==> src/rtl/ak16_isa_pkg.sv <==
// AK16 ISA definitions shared by the decode stage: opcodes, field positions,
// the bubble encoding and the opcode-to-control decode function.
package ak16_isa_pkg;

  localparam int NREGS = 8;
  localparam int REG_W = $clog2(NREGS);

  localparam logic [15:0] NOP_WORD = 16'hE000;

  localparam logic [3:0] OP_ADD  = 4'h0;
  localparam logic [3:0] OP_SUB  = 4'h1;
  localparam logic [3:0] OP_AND  = 4'h2;
  localparam logic [3:0] OP_OR   = 4'h3;
  localparam logic [3:0] OP_XOR  = 4'h4;
  localparam logic [3:0] OP_SHL  = 4'h5;
  localparam logic [3:0] OP_SHR  = 4'h6;
  localparam logic [3:0] OP_ADDI = 4'h7;
  localparam logic [3:0] OP_LW   = 4'h8;
  localparam logic [3:0] OP_SW   = 4'h9;
  localparam logic [3:0] OP_BEQ  = 4'hA;
  localparam logic [3:0] OP_BNE  = 4'hB;
  localparam logic [3:0] OP_JMP  = 4'hC;
  localparam logic [3:0] OP_LUI  = 4'hD;
  localparam logic [3:0] OP_NOP  = 4'hE;
  localparam logic [3:0] OP_HALT = 4'hF;

  localparam int OP_HI   = 15;
  localparam int OP_LO   = 12;
  localparam int RD_HI   = 11;
  localparam int RD_LO   = 9;
  localparam int RS1_HI  = 8;
  localparam int RS1_LO  = 6;
  localparam int RS2_HI  = 5;
  localparam int RS2_LO  = 3;
  localparam int IMM6_HI = 5;
  localparam int IMM9_HI = 8;

  typedef struct packed {
    logic uses_rs1;
    logic uses_rs2;
    logic reg_we;
    logic mem_rd;
    logic mem_wr;
    logic is_branch;
    logic is_jump;
  } ctrl_t;

  function automatic ctrl_t decode_ctrl(input logic [3:0] op);
    ctrl_t c;
    c           = '0;
    c.uses_rs1  = (op <= OP_BNE);
    c.uses_rs2  = (op <= OP_SHR) || (op == OP_SW) || (op == OP_BEQ) || (op == OP_BNE);
    c.reg_we    = (op <= OP_LW) || (op == OP_LUI);
    c.mem_rd    = (op == OP_LW);
    c.mem_wr    = (op == OP_SW);
    c.is_branch = (op == OP_BEQ) || (op == OP_BNE);
    c.is_jump   = (op == OP_JMP);
    return c;
  endfunction

endpackage

==> src/rtl/id_stage_regfile.sv <==
// Register file: NREGS x 16, two combinational reads, one synchronous write.
// r0 reads as zero and ignores writes. Optional write-through under
// ID_REGFILE_BYPASS_EN.
module regfile
  import ak16_isa_pkg::*;
#(
  parameter int NREGS = 8,
  parameter int AW    = $clog2(NREGS)
) (
  input  logic          clk,
  input  logic          rst,
  input  logic          we,
  input  logic [AW-1:0] waddr,
  input  logic [15:0]   wdata,
  input  logic [AW-1:0] raddr1,
  input  logic [AW-1:0] raddr2,
  output logic [15:0]   rdata1,
  output logic [15:0]   rdata2
);

  logic [15:0] regs [NREGS];

  // Storage: cleared on reset, written on the clock edge for non-zero targets
  always_ff @(posedge clk or posedge rst) begin
    if (rst) begin
      for (int unsigned i = 0; i < NREGS; i++) regs[i] <= '0;
    end else if (we && (waddr != '0)) begin
      regs[waddr] <= wdata;
    end
  end

  // Read ports: r0 forced to zero, optional same-cycle write-through
  always_comb begin
    rdata1 = (raddr1 == '0) ? '0 : regs[raddr1];
    rdata2 = (raddr2 == '0) ? '0 : regs[raddr2];
`ifdef ID_REGFILE_BYPASS_EN
    if (we && (waddr != '0) && (waddr == raddr1)) rdata1 = wdata;
    if (we && (waddr != '0) && (waddr == raddr2)) rdata2 = wdata;
`else
`endif
  end

endmodule

==> src/rtl/id_stage.sv <==
// AK16 decode stage: field decode, register read, load-use stall detection,
// sticky HALT and the ID/EX pipeline register.
// Optional macro ID_REGFILE_BYPASS_EN enables register file write-through.
module id_stage
  import ak16_isa_pkg::*;
#(
  parameter logic [15:0] NOP_WORD = ak16_isa_pkg::NOP_WORD
) (
  input  logic             clk,
  input  logic             rst,
  input  logic [15:0]      if_instr,
  input  logic [15:0]      if_pc,
  input  logic             flush_id,
  input  logic             wb_we,
  input  logic [REG_W-1:0] wb_rd,
  input  logic [15:0]      wb_data,
  output logic             stall_if,
  output logic             halt,
  output logic             ex_valid,
  output logic [15:0]      ex_pc,
  output logic [3:0]       ex_opcode,
  output logic [REG_W-1:0] ex_rd,
  output logic [REG_W-1:0] ex_rs1,
  output logic [REG_W-1:0] ex_rs2,
  output logic [15:0]      ex_rs1_val,
  output logic [15:0]      ex_rs2_val,
  output logic [15:0]      ex_imm,
  output logic             ex_reg_we,
  output logic             ex_mem_rd,
  output logic             ex_mem_wr,
  output logic             ex_is_branch,
  output logic             ex_is_jump
);

  localparam logic [3:0] BUBBLE_OP = NOP_WORD[OP_HI:OP_LO];

  logic [3:0]       op;
  logic [REG_W-1:0] rd, rs1, rs2;
  logic [15:0]      imm, rs1_val, rs2_val;
  ctrl_t            ctrl;

  assign op   = if_instr[OP_HI:OP_LO];
  assign rd   = if_instr[RD_HI:RD_LO];
  assign rs1  = if_instr[RS1_HI:RS1_LO];
  assign rs2  = if_instr[RS2_HI:RS2_LO];
  assign ctrl = decode_ctrl(op);

  regfile #(.NREGS(NREGS)) u_regfile (
    .clk   (clk),
    .rst   (rst),
    .we    (wb_we),
    .waddr (wb_rd),
    .wdata (wb_data),
    .raddr1(rs1),
    .raddr2(rs2),
    .rdata1(rs1_val),
    .rdata2(rs2_val)
  );

  // Immediate select: imm6 for ADDI/LW/SW, imm9 for branches/jump, LUI shifts imm9
  always_comb begin
    imm = '0;
    case (op)
      OP_ADDI, OP_LW, OP_SW: imm = {{10{if_instr[IMM6_HI]}}, if_instr[IMM6_HI:0]};
      OP_BEQ, OP_BNE, OP_JMP: imm = {{7{if_instr[IMM9_HI]}}, if_instr[IMM9_HI:0]};
      OP_LUI: imm = {if_instr[IMM9_HI:0], 7'b0};
      default: imm = '0;
    endcase
  end

  // Load-use hazard: the load in ID/EX targets a register this instruction reads
  always_comb begin
    stall_if = ex_valid && ex_mem_rd && (ex_rd != '0)
            && ((ctrl.uses_rs1 && (rs1 == ex_rd)) || (ctrl.uses_rs2 && (rs2 == ex_rd)))
            && !flush_id && !halt;
  end

  // ID/EX register: flush, halt and stall all insert a fully cleared bubble
  always_ff @(posedge clk or posedge rst) begin
    if (rst) begin
      halt         <= 1'b0;
      ex_valid     <= 1'b0;
      ex_pc        <= '0;
      ex_opcode    <= BUBBLE_OP;
      ex_rd        <= '0;
      ex_rs1       <= '0;
      ex_rs2       <= '0;
      ex_rs1_val   <= '0;
      ex_rs2_val   <= '0;
      ex_imm       <= '0;
      ex_reg_we    <= 1'b0;
      ex_mem_rd    <= 1'b0;
      ex_mem_wr    <= 1'b0;
      ex_is_branch <= 1'b0;
      ex_is_jump   <= 1'b0;
    end else if (flush_id || halt || stall_if) begin
      ex_valid     <= 1'b0;
      ex_pc        <= '0;
      ex_opcode    <= BUBBLE_OP;
      ex_rd        <= '0;
      ex_rs1       <= '0;
      ex_rs2       <= '0;
      ex_rs1_val   <= '0;
      ex_rs2_val   <= '0;
      ex_imm       <= '0;
      ex_reg_we    <= 1'b0;
      ex_mem_rd    <= 1'b0;
      ex_mem_wr    <= 1'b0;
      ex_is_branch <= 1'b0;
      ex_is_jump   <= 1'b0;
    end else begin
      if (op == OP_HALT) halt <= 1'b1;
      ex_valid     <= 1'b1;
      ex_pc        <= if_pc;
      ex_opcode    <= op;
      ex_rd        <= rd;
      ex_rs1       <= rs1;
      ex_rs2       <= rs2;
      ex_rs1_val   <= rs1_val;
      ex_rs2_val   <= rs2_val;
      ex_imm       <= imm;
      ex_reg_we    <= ctrl.reg_we;
      ex_mem_rd    <= ctrl.mem_rd;
      ex_mem_wr    <= ctrl.mem_wr;
      ex_is_branch <= ctrl.is_branch;
      ex_is_jump   <= ctrl.is_jump;
    end
  end

endmodule

==> config.mk <==
export PLATFORM = sky130hd
export DESIGN_NAME = id_stage
export DESIGN_NICKNAME = d
export VERILOG_FILES = /design/src/rtl/ak16_isa_pkg.sv /design/src/rtl/id_stage_regfile.sv /design/src/rtl/id_stage.sv
export SDC_FILE = /design/constraint.sdc
export NUM_CORES = 1
export LEC_CHECK = 0
export BUFFER_PORTS_ARGS = -buffer_cell sky130_fd_sc_hd__clkbuf_2
export CAP_MARGIN = 20
export CORE_MARGIN = 1.5
export CORE_UTILIZATION = 35
export DETAILED_ROUTE_END_ITERATION = 8
export GPL_TIMING_DRIVEN = 0
export MAX_ROUTING_LAYER = met4
export PLACE_DENSITY = 0.56
export SYNTH_ARGS = -nofsm -noshare
export SYNTH_HDL_FRONTEND = slang
export SYNTH_SLANG_ARGS = --single-unit
==> constraint.sdc <==
create_clock -name clk -period 5.46 [get_ports clk]
set_clock_uncertainty 0.1 [all_clocks]
set_input_delay 0.546 -clock clk [delete_from_list [all_inputs] [get_ports clk]]
set_output_delay 0.546 -clock clk [all_outputs]
set_load 0.02 [all_outputs]
==> results of run 1 <==
[worst max-delay path, cell delays in order, from the launching register on]
cell,delay [ns]
dfrtp_1,0.43
nor2_4,0.25
nand4_4,0.16
nor4b_4,0.37
buf_4,0.24
or2_1,0.12
clkbuf_2,0.17
[how the worst max path moves through the flow]
stage                            start              to  slack, ns
after floorplan                    rst       ex_imm[0]       2.28
after global placement             rst  ex_rs2_val[11]       0.94
after detailed placement  if_instr[12]        stall_if       2.85
after CTS                         halt        stall_if       2.60
after global routing              halt        stall_if       2.49
final                             halt        stall_if       2.63
[final cells by class]
cell class                 instances  share of cell area
clock inverter                    15              0.0139
multi-input combinational        405               0.369
sequential                       196               0.430
timing repair buffer             137              0.0666
inverter                          10             0.00361
buffer                            59              0.0429
tap                              341              0.0373
clock buffer                      17              0.0372
[layout by cell type, fill, tap and decap left out, types with 9 or more instances in the layout]
cell type,netlist,final
a221o_1,28,28
buf_12,8,13
buf_2,27,27
buf_4,12,12
clkbuf_16,0,17
clkbuf_2,0,132
dfrtp_1,193,193
inv_1,10,9
mux2_1,61,61
mux2_2,83,83
mux4_2,32,32
nor2_1,22,22
nor3_2,51,51
nor3b_2,19,19
o21ai_0,29,29
[flip-flops by register name, indices dropped and copies added (netlist names)]
| register | cells |
|---|---|
| u_regfile.regs | 112 |
| ex_imm | 16 |
| ex_pc | 16 |
| ex_rs1_val | 16 |
| ex_rs2_val | 16 |
| ex_opcode | 4 |
| ex_rd | 3 |
| ex_rs1 | 3 |
| ex_rs2 | 3 |
| ex_is_branch | 1 |
| ex_is_jump | 1 |
| ex_mem_rd | 1 |
| ex_mem_wr | 1 |
| ex_reg_we | 1 |
| ex_valid | 1 |
| halt | 1 |
[metrics by stage]
| stage | instance area (um^2) | power (mW) | util |
|---|---|---|---|
| 2_1_floorplan | 9650 | 2.19 | - |
| 6_report | 11400 | 3.59 | 0.423 |
| 4_1_cts | 11400 | 3.63 | 0.423 |
| 3_3_place_gp | 10700 | 2.34 | 0.397 |
| 5_1_grt | 11400 | 3.77 | 0.423 |
| 3_5_place_dp | 10800 | 2.36 | 0.401 |
[cells in the mapped netlist, types with 2 or more instances]
library cell	count
a221o_1	28
a221oi_1	4
a31oi_1	2
buf_12	8
buf_2	27
buf_4	12
buf_6	8
clkbuf_1	4
dfrtp_1	193
dfstp_2	3
inv_1	10
mux2_1	61
mux2_2	83
mux2i_1	4
mux4_2	32
nand2_1	8
nand3_1	5
nand4_1	2
nand4b_1	4
nor2_1	22
nor2b_1	2
nor3_1	8
nor3_2	51
nor3b_1	5
nor3b_2	19
nor4_1	3
nor4bb_1	3
o21a_1	2
o21ai_0	29
or3_1	3
xnor2_1	5
xor2_1	2
[per-layer routing]
metal / part of all wire / up-vias
met1: 0.45 / 3210
met2: 0.48 / 190
met3: 0.055 / 30
met5: 0 / -
li1: - / 2825
met4: 0.016 / 0
[cell families after synthesis]
group                     Yosys count  synth area share
buffers and inverters              69            0.0547
DFF                               196             0.509
AOI/OAI and AO/OA                  72            0.0567
xor gates and xnor gates            7           0.00635
and+or+nand+nor                   146             0.127
muxes                             180             0.247
[power breakdown]
part           switching, mW  internal (mW)  leakage [nW]
combinational          0.238          0.334          2.27
clock                  0.606          0.649         0.279
sequential             0.127           1.63          2.50
==> flow_summary.ini, run 1 <==
[grt]
antenna_found_initial = 0
grt_busiest_layer = met2
grt_pass1_vias = 6538
grt-ovfl-total = 0
use_met2 = 0.305
track_usage = 0.191
grt_pass1_wl_um = 39500
use_met1 = 0.252
grt_max_degree = 43
grtUsageMet3 = 0.0316

[yosys]
synth_edf_count = 0
synthesis.nets = 725
synth_area_per_cell_um2 = 14.4
synthesis.area_mm2 = 0.00965
yosysWarningCount = 0
synth-seq-cells = 196
synthArstFlopShare = 1.00
ys.flop_type = dfrtp_1
synth_cell_types = 50
synth-seq-area-share = 0.509
synth_area_leader_cell = dfrtp_1
synth_top_area_frac = 0.501
yosys-top-cells-area = dfrtp_1, mux2_2, mux4_2
synthCells = 670

[route]
firstDrtPassIters = 4
drt-vias-per-instance = 5.30
routedWlPerCell_um = 21.5
drc = 0
ant_nets = 0
drtIter0Drc = 348
vias = 6255
drt_wl_total_um = 25300

[timing]
slew_headroom = 0.490
worst_pin_slew_ns = 0.766
hold_ws_ns = 0.0668
final.min_clock_period_ns = 2.83
finalHoldViolCount = 0
fin_crit_sh = 0.519
fmax_mhz = 353
rsz0062_at_grt = false
final-setup-viol-count = 0
finalSetupTns_ns = 0
setup_slack_ns = 2.63
drv_slew = 0

[final_layout]
antenna_cells = 0
final_nets = 881
area_growth_pct = 18.4
instances_no_fill = 1180
fill_cells = 2541
final-seq-area_mm2 = 0.00491
multi_input_area_mm2 = 0.00421
drive_gt1_frac = 0.504

[clock_tree]
clock_latency_ns = 0.45
post_cts_buffers = 0
cts_resized = 0
path_clk_slew_ns = 0.08
cts_root_buffer = clkbuf_16
htreeDepth = 4
cts_made_buffers = 17
cts.sinks = 196
clockBufferDepth = 2
ctsHoldBuffers = 0
cts_tree = yes

[critical_path]
cp.required_ns = 4.81
cp-start-kind = register
r2r-end = ex_rs1_val[4]
worst-r2r-cell-count = 6
r2r_slack_ns = 3.57
worstSetupEndpointType = output pin
path_class = register to output pin
timing.rr.start = halt
cp_max_fo = 10
worstPathArrival_ns = 2.19

[floorplan]
row_count = 60
io_pins = 140
die_h_um = 169
die_area_mm2 = 0.0286
dieWidth_um = 169
start_util = 0.357
coreArea_mm2 = 0.0270

[power_and_ir_drop]
leakagePower_nw = 5.05
peakVddDrop_v = 0.000187
power_density_mw_per_mm2 = 314

[placed_design]
post-place-ws_ns = 2.85
place_hpwl_um = 17700
portBuffers = 132
dp.cells = 1148
place_congestion = 0.813

[run_status]
status = completed

[min_path]
hold_path_class = input pin to async pin

[run]
drv_cap = 0
Power figures use the tool's default switching activity.
==> inputs of run 2 (changes only) <==
--- a/config.mk
+++ b/config.mk
@@ -5,6 +5,7 @@
 export SDC_FILE = /design/constraint.sdc
 export NUM_CORES = 1
 export LEC_CHECK = 0
+export ABC_AREA = 1
 export BUFFER_PORTS_ARGS = -buffer_cell sky130_fd_sc_hd__clkbuf_2
 export CAP_MARGIN = 20
 export CORE_MARGIN = 1.5
@@ -12,7 +13,7 @@
 export DETAILED_ROUTE_END_ITERATION = 8
 export GPL_TIMING_DRIVEN = 0
 export MAX_ROUTING_LAYER = met4
-export PLACE_DENSITY = 0.56
+export PLACE_DENSITY = 0.57
 export SYNTH_ARGS = -nofsm -noshare
 export SYNTH_HDL_FRONTEND = slang
 export SYNTH_SLANG_ARGS = --single-unit
==> constraint.sdc (replaced) <==
create_clock -name clk -period 2.6 [get_ports clk]
set_clock_uncertainty 0.1 [all_clocks]
set_input_delay 0.26 -clock clk [delete_from_list [all_inputs] [get_ports clk]]
set_output_delay 0.26 -clock clk [all_outputs]
set_load 0.02 [all_outputs]
==> run 2 against run 1 <==
First-iteration DRC count is 130% higher. Flip-flop and latch count stayed put. Clock power is 110% higher. Sequential power is 110% higher. Global-route usage is 5.4 points higher. Non-clock buffer count is 46 higher. Wire length is 19% higher. Worst hold slack worse by 0.061 ns. Register-to-register slack worse by 2.7 ns. Combinational power is 94% higher. Critical path depth is 1 lower. Synthesized area is 8.0% lower. Critical path type unchanged.
==> flow_summary.ini, run 2 <==
[yosys]
synth_common_cells = o21ai_0, nand2_1, dfrtp_1
synth_edf_count = 0
yosys-top-cells-area = dfrtp_1, o21ai_0, nand2_1
synth_area_leader_cell = dfrtp_1
synth-seq-area-share = 0.553
ys.flop_type = dfrtp_1
synth_area_per_cell_um2 = 8.19
synthesis.area_mm2 = 0.00887
synth_cell_types = 30
synthArstFlopShare = 1.00
yosysWarningCount = 0
synthesis.nets = 1138
synthCells = 1083
synth-seq-cells = 196
synth_top_area_frac = 0.544
yosysMostFrequentCell = o21ai_0

[floorplan]
start_util = 0.354
die_h_um = 162
die_area_mm2 = 0.0263
coreArea_mm2 = 0.0250
dieWidth_um = 162
row_count = 58
io_pins = 140

[clock_tree]
cts_made_buffers = 17
cts_root_buffer = clkbuf_16
cts_tree = yes
post_cts_buffers = 0
cts_resized = 0
clock_latency_ns = 0.45
htreeDepth = 4
cts.sinks = 196
clockBufferDepth = 2
path_clk_slew_ns = 0.08

[critical_path]
crit_buf_inv = 2
critPathMaxStageDelay_ns = 0.41
cp.required_ns = 2.24
worstSetupEndpointType = output pin
cp_top_family = simple AND/OR/NAND/NOR gates
cp_max_fo = 3
path_class = register to output pin
worstPathArrival_ns = 1.75
crit_slowest_cell = dfrtp_1
cp-start-kind = register
worstPathCellList = or2_2 -> nor3_2 -> nand2_4 -> inv_1 -> clkbuf_2

[power_and_ir_drop]
total_power_mw = 7.42
intPower_mw = 5.14
peakVddDrop_v = 0.000483
power_density_mw_per_mm2 = 671
p_switching_mw = 2.28
seq_power_share = 0.487
leakagePower_nw = 5.63
clkPwrFrac = 0.364
switching_share = 0.307
comb_power_share = 0.150

[min_path]
hold_path_class = input pin to register

[final_layout]
fill_cells = 2535
antenna_cells = 0
final-seq-area_mm2 = 0.00491
top_register = u_regfile.regs
final_nets = 1336
drive_gt1_frac = 0.165
area_growth_pct = 24.6
final_common_cell = o21ai_0
multi_input_area_mm2 = 0.00316
largest_register_ffs = 112
layout_common_cells = o21ai_0, nand2_1, dfrtp_1

[grt]
grt_pass1_vias = 8112
track_usage = 0.244
grt-ovfl-total = 0
antenna_found_initial = 0
grt_pass1_wl_um = 47100
grt_max_degree = 41

[timing]
fmax_mhz = 474
setup_slack_ns = 0.489
slew_headroom = 0.394
finalHoldViolCount = 0
worst_pin_slew_ns = 0.909
rsz0062_at_grt = false
finalSetupTns_ns = 0
final-setup-viol-count = 0
fin_crit_sh = 0.812
final.min_clock_period_ns = 2.11
drv_slew = 0

[route]
ant_nets = 0
drt_wl_total_um = 30300
drc = 0
drtIter0Drc = 811
routedWlPerCell_um = 18.6
firstDrtPassIters = 5
vias = 8314
drt-vias-per-instance = 5.12

[placed_design]
portBuffers = 135
place_hpwl_um = 21900
place_congestion = 0.912
post-place-ws_ns = 0.425

[run]
drv_cap = 0

[run_status]
status = completed
[run 2: cell types whose count changed after synthesis, sizes merged, moves of 24 or more]
cell    previous run  this run
buf               55        26
a221o             28         0
clkbuf             4        37
nor3b             24         0
mux4              32         0
a21oi              1        97
nor3              59         3
nand2              8       202
o21ai             30       235
inv               10       124
mux2             144         0
nor2              23       136
[run 2: cells by family (layout without fill, tap and decap cells)]
kind of cell              count (synthesis)  count (layout)  synth area share
buffers and inverters                   188             399            0.0908
and+or+nand+nor                         349             349             0.153
DFF                                     196             196             0.553
AOI/OAI and AO/OA                       348             348             0.201
xor gates and xnor gates                  2               2           0.00197
[run 2: repair_timing]
item / 4_1_cts / 5_1_grt
hold endpoints to repair: 51 / 0
endpoints found under the setup margin: 0 / 0
hold buffers: 39 / 0
[run 2: per-stage QoR]
stage / instance area, um^2 / utilization / hold WS, ns / cells
floorplan: 8880 / - / 0.241 / 1083
global placement: 9970 / 0.398 / 0.363 / 1548
detailed placement: 10100 / 0.402 / 0.155 / 1553
CTS: 11100 / 0.442 / 0.0105 / 1624
global route: 11100 / 0.442 / 0.0153 / 1624
finish: 11100 / 0.442 / 0.00562 / 1624
[run 2: power groups by stage]
stage / Sequential, mW / Clock, mW / Combinational (mW)
2_1_floorplan: 3.58 / 0 / 0.702
3_3_place_gp: 3.65 / 0 / 0.999
6_report: 3.61 / 2.70 / 1.11
5_1_grt: 3.65 / 2.86 / 1.26
4_1_cts: 3.60 / 2.72 / 1.09
3_5_place_dp: 3.65 / 0 / 1.04
[run 2: tightest hold or removal path: cells and delay by family]
kind	cells	cell delay, ns
buffers and inverters	2	0.20
and+or+nand+nor	1	0.06
[run 2: cell type report]
cell class	instances	area share
Buffer	63	0.0302
Clock buffer	18	0.0388
Clock inverter	14	0.0155
Inverter	125	0.0430
Multi-Input combinational cell	699	0.286
Sequential cell	196	0.444
Tap cell	330	0.0373
Timing Repair Buffer	179	0.105
[run 2: worst paths after layout]
check                                         from                  to  slack (ns)  cells past startpoint
max in group asynchronous                      rst   u_regfile.regs[2]        1.12                      6
min in group asynchronous                      rst           ex_reg_we        0.23                      3
worst max-delay path                          halt            stall_if        0.49                      5
worst min register to register  u_regfile.regs[38]  u_regfile.regs[38]        0.38                      2
worst max register to register                halt           ex_rs2[0]        0.92                      6
worst min-delay path                  if_instr[12]        ex_opcode[0]       0.006                      3
[run 2: routing by layer]
layer / vias up / share of wire / GRT usage
met5: - / 0 / -
met4: 0 / 0.027 / 0.0830
met3: 69 / 0.087 / 0.0483
met2: 451 / 0.44 / 0.368
met1: 3926 / 0.45 / 0.330
li1: 3868 / - / -
